## config.mk

```make
export PLATFORM = sky130hd
export DESIGN_NAME = gc_scan_ctrl
export DESIGN_NICKNAME = d
export VERILOG_FILES = /design/src/rtl/gc_scan_ctrl.sv
export SDC_FILE = /design/constraint.sdc
export NUM_CORES = 1
export LEC_CHECK = 0
export BUFFER_PORTS_ARGS = -buffer_cell sky130_fd_sc_hd__buf_2
export CAP_MARGIN = 20
export CELL_PAD_IN_SITES_DETAIL_PLACEMENT = 0
export CELL_PAD_IN_SITES_GLOBAL_PLACEMENT = 1
export CORE_ASPECT_RATIO = 0.7
export CORE_UTILIZATION = 46
export DETAILED_ROUTE_END_ITERATION = 10
export PLACE_DENSITY_LB_ADDON = 0.1
export SLEW_MARGIN = 10
export SYNTH_ARGS = -nofsm -noshare
export SYNTH_HDL_FRONTEND = slang
export SYNTH_SLANG_ARGS = --single-unit
```

## constraint.sdc

```tcl
create_clock -name C -period 3.7 [get_ports C]
set_input_delay 0.37 -clock C [delete_from_list [all_inputs] [get_ports C]]
set_output_delay 0.37 -clock C [all_outputs]
set_load 0.01 [all_outputs]
```

## src/rtl/gc_scan_ctrl.sv

```systemverilog
// Scan-chain sequencer: optional functional capture, then a CHAIN_LEN-cycle
// shift that loads wr_data through scan_si while unloading scan_so into rd_data.
module gc_scan_ctrl #(
  parameter int CHAIN_LEN = 32,
  localparam int CNT_W = $clog2(CHAIN_LEN + 1)
) (
  input  logic                 C,
  input  logic                 R,
  input  logic                 start,
  input  logic                 capture_en,
  input  logic                 abort,
  input  logic [CHAIN_LEN-1:0] wr_data,
  output logic                 busy,
  output logic                 done,
  output logic [CHAIN_LEN-1:0] rd_data,
  output logic                 scan_se,
  output logic                 scan_en,
  output logic                 scan_si,
  input  logic                 scan_so
);

  localparam logic [1:0] ST_IDLE    = 2'd0;
  localparam logic [1:0] ST_CAPTURE = 2'd1;
  localparam logic [1:0] ST_SHIFT   = 2'd2;
  localparam logic [1:0] ST_DONE    = 2'd3;

  localparam logic [CNT_W-1:0] LAST_CNT = CNT_W'(CHAIN_LEN - 1);

  logic [1:0]           state_reg;
  logic [CHAIN_LEN-1:0] load_reg;
  logic [CHAIN_LEN-1:0] unload_reg;
  logic [CHAIN_LEN-1:0] rd_data_reg;
  logic [CNT_W-1:0]     cnt_reg;
  logic                 se_reg;
  logic                 en_reg;

  // se/en are set together with the state they belong to, so they come
  // straight from flops and never glitch on the chain's control pins.
  always_ff @(posedge C or negedge R) begin
    if (!R) begin
      state_reg   <= ST_IDLE;
      load_reg    <= '0;
      unload_reg  <= '0;
      rd_data_reg <= '0;
      cnt_reg     <= '0;
      se_reg      <= 1'b0;
      en_reg      <= 1'b0;
    end else begin
      case (state_reg)
        ST_IDLE: begin
          se_reg <= 1'b0;
          en_reg <= 1'b0;
          if (start) begin
            load_reg <= wr_data;
            cnt_reg  <= '0;
            en_reg   <= 1'b1;
            if (capture_en) begin
              state_reg <= ST_CAPTURE;
            end else begin
              state_reg <= ST_SHIFT;
              se_reg    <= 1'b1;
            end
          end
        end
        ST_CAPTURE: begin
          if (abort) begin
            state_reg <= ST_IDLE;
            se_reg    <= 1'b0;
            en_reg    <= 1'b0;
          end else begin
            state_reg <= ST_SHIFT;
            se_reg    <= 1'b1;
            en_reg    <= 1'b1;
          end
        end
        ST_SHIFT: begin
          load_reg   <= load_reg >> 1;
          unload_reg <= {scan_so, unload_reg[CHAIN_LEN-1:1]};
          cnt_reg    <= cnt_reg + CNT_W'(1);
          // abort wins over the final-bit transition into DONE
          if (abort) begin
            state_reg <= ST_IDLE;
            se_reg    <= 1'b0;
            en_reg    <= 1'b0;
          end else if (cnt_reg == LAST_CNT) begin
            state_reg <= ST_DONE;
            se_reg    <= 1'b0;
            en_reg    <= 1'b0;
          end
        end
        default: begin
          rd_data_reg <= unload_reg;
          state_reg   <= ST_IDLE;
          se_reg      <= 1'b0;
          en_reg      <= 1'b0;
        end
      endcase
    end
  end

  assign busy    = (state_reg != ST_IDLE);
  assign done    = (state_reg == ST_DONE);
  assign scan_se = se_reg;
  assign scan_en = en_reg;
  assign scan_si = (state_reg == ST_SHIFT) & load_reg[0];
  assign rd_data = rd_data_reg;

endmodule

```

==> flow_summary.toml <==
[detailed_routing]
vias = 3051
vias_per_cell = 5.17
drtIter0Drc = 163
firstDrtPassIters = 4
ant_nets = 0
drc = 0
wl_per_cell_microns = 14.5
wl_microns = 8550

[pwr]
p_clk_share_pct = 29.0
intPower_w = 0.00230
swShare_pct = 31.0
power_w = 0.00334
p_sw_w = 0.00103
power_frac_seq_pct = 50.3
ir_worst_vdd_uv = 384
leakagePower_nw = 2.70
power.density_nw_per_um2 = 664
combPwrFrac_pct = 20.7

[logic_synthesis]
syn_nets = 438
synth_edf_count = 0
ys.flop_type = "dfrtp_1"
ys_seq_area_share_pct = 62.2
ys_seq_elements = 106
syn_area_sq_um = 4260
ys_warn_count = 0
synthArstFlopShare_pct = 100
netlist-cell-type-count = 36
synth_area_per_cell_sq_um = 10.7
syn_inst = 399

[critical_path]
criticalPathCategory = "reg -> out"
path_max_fanout = 33
path_cells = "nand2_2 -> inv_1 -> buf_2"
cp-start-kind = "register"
crit_path_top_delay_cell = "dfrtp_1"
critical_path_arrival_ns = 1.88
cpPeakStageDelay_ns = 0.62
crit_required_ns = 3.33
end_kind = "primary output"

[clocking]
h-tree-depth = 3
post_cts_buffers = 0
cts_sinks = 106
clk_latency_ns = 0.35
cts.clk_slew.worst_paths_ns = 0.07
cts_buffers = 9
cts_resized = 0
cts_hold_buf = 0
cts_root_buffer = "clkbuf_16"
ctsLongestPathBuffers = 2
cts_tree = "yes"

[min_path]
hold_path.class = "in -> async"

[grt]
grt_pass1_vias = 2800
grt_pass1_wl_microns = 14000
antenna_found_initial = 0
grt.overflow.total = 0
grt_max_degree = 78
grtUsageTotal_pct = 19.4

[layout]
finalNetCount = 504
multiInputGateArea_sq_um = 1480
fin_area_sq_um = 5030
fin_cells = 590
synthToLayoutAreaGrowth_pct = 17.9
drive_gt1_share_pct = 28.1
seqCellArea_sq_um = 2650
antenna_cells = 0
nFillCells = 803

[sta]
rsz0062_at_grt = "no"
setup_viol = 0
finalMaxSlewViolations = 0
tightest_slew_ns = 0.987
worst_clock_skew_ns = 0.00648
fin_tns_setup_ns = 0
period_needed_ns = 2.25
fin_hold_ws_ns = 0.180
finalCritPeriodShare_pct = 60.8
fmax_mhz = 445
slew_headroom_pct = 34.2
hold_violations = 0

[placement]
gp_congestion = 0.710
dpl_cell_area_sq_um = 4710
placed_cells = 573
dp_hpwl_microns = 5400
port_buffers = 74

[floorplan]
start_util_pct = 48.9
num_io_pins = 75
die_w_microns = 117
rows = 28
core_area_sq_um = 8720
die_height_microns = 82.6
dieArea_sq_um = 9670

[job]
maxCapViolations = 0

[status]
outcome = "finished clean"
-- layout by cell type, fill, tap and decap left out, types with 2 or more instances in the layout --
| master | synthesis | final |
|---|---|---|
| mux2_1 | 2 | 2 |
| nor2_1 | 8 | 8 |
| clkbuf_16 | 0 | 9 |
| buf_4 | 2 | 6 |
| a21oi_1 | 2 | 2 |
| o211ai_1 | 3 | 3 |
| mux2_2 | 30 | 30 |
| inv_1 | 3 | 3 |
| inv_6 | 0 | 2 |
| nand3_1 | 4 | 4 |
| dfrtp_1 | 106 | 106 |
| a22oi_1 | 23 | 23 |
| buf_2 | 18 | 73 |
| clkinv_4 | 0 | 2 |
| o22ai_1 | 10 | 10 |
| nor3_1 | 9 | 9 |
| o21ai_0 | 5 | 5 |
| nand2_1 | 151 | 151 |
-- kinds of logic after synthesis --
logic type / count (synthesis) / synth area share [%]
flops: 106 / 62.2
compound gates: 47 / 7.75
mux: 33 / 8.69
buf+inv: 28 / 3.37
fa+ha+maj: 1 / 0.293
xor+xnor: 1 / 0.205
simple gates: 183 / 17.5
-- worst max-delay path: cells and delay by family, from the launching register on --
family                 cells  cell delay (ns)
DFF                        1             0.62
and+or+nand+nor            1             0.59
buffers and inverters      2             0.32
-- final timing paths --
check                                         startpoint                          to  slack, ns  depth (start not counted)
worst max-delay path            state_reg[1]$_DFFE_PN0P_                        done       1.45                          3
worst min-delay path                                   R         scan_se$_DFFE_PN0P_       0.18                          1
worst max register to register  state_reg[0]$_DFFE_PN0P_      cnt_reg[5]$_DFFE_PN0P_       1.77                          3
worst min register to register   load_reg[9]$_DFFE_PN0P_     load_reg[9]$_DFFE_PN0P_       0.48                          2
max in group asynchronous                              R  unload_reg[29]$_DFFE_PN0N_       2.72                          2
min in group C                               wr_data[31]    load_reg[31]$_DFFE_PN0P_       0.21                          3
-- routing by layer --
metal	up-vias	track usage, %	share of wire (%)
met3	10	5.40	4.1
met4	0	6.46	1.3
met5	-	0	0
li1	1466	-	-
met1	1505	29.2	53
met2	70	26.8	42
-- Yosys cell counts (2+ instances only) --
master    count  area share, %
a21oi_1       2           0.23
a22oi_1      23            4.0
buf_2        18            2.1
buf_4         2           0.35
clkbuf_1      3           0.26
dfrtp_1     106             62
inv_1         3           0.26
mux2_1        2           0.53
mux2_2       30            7.9
nand2_1     151             13
nand3_1       4           0.47
nor2_1        8           0.70
nor3_1        9            1.1
o211ai_1      3           0.53
o21ai_0       5           0.59
o22ai_1      10            1.5
-- power by group through the flow --
stage	registers, W	logic [W]	clock network, W
after CTS	0.00168	0.000694	0.000996
after global placement	0.00169	0.000675	0
after global routing	0.00172	0.000795	0.00104
after floorplan	0.00167	0.000469	0
after detailed placement	0.00170	0.000693	0
final	0.00168	0.000689	0.000968
-- layout make-up --
class	instances	share of cell area, %
clock inverter	7	1.54
multi-input combinational	265	29.5
tap	120	2.99
inverter	3	0.224
sequential	106	52.8
clock buffer	9	4.48
timing repair buffer	80	8.46
-- stage by stage --
step                      setup slack, ns  util [%]
final                                1.45      57.6
after global routing                 1.26      57.6
after CTS                            1.40      57.4
after detailed placement             1.75      54.0
after global placement               1.81      54.0
after floorplan                      2.23         -
Note: power is estimated with default switching activity, not from simulation.
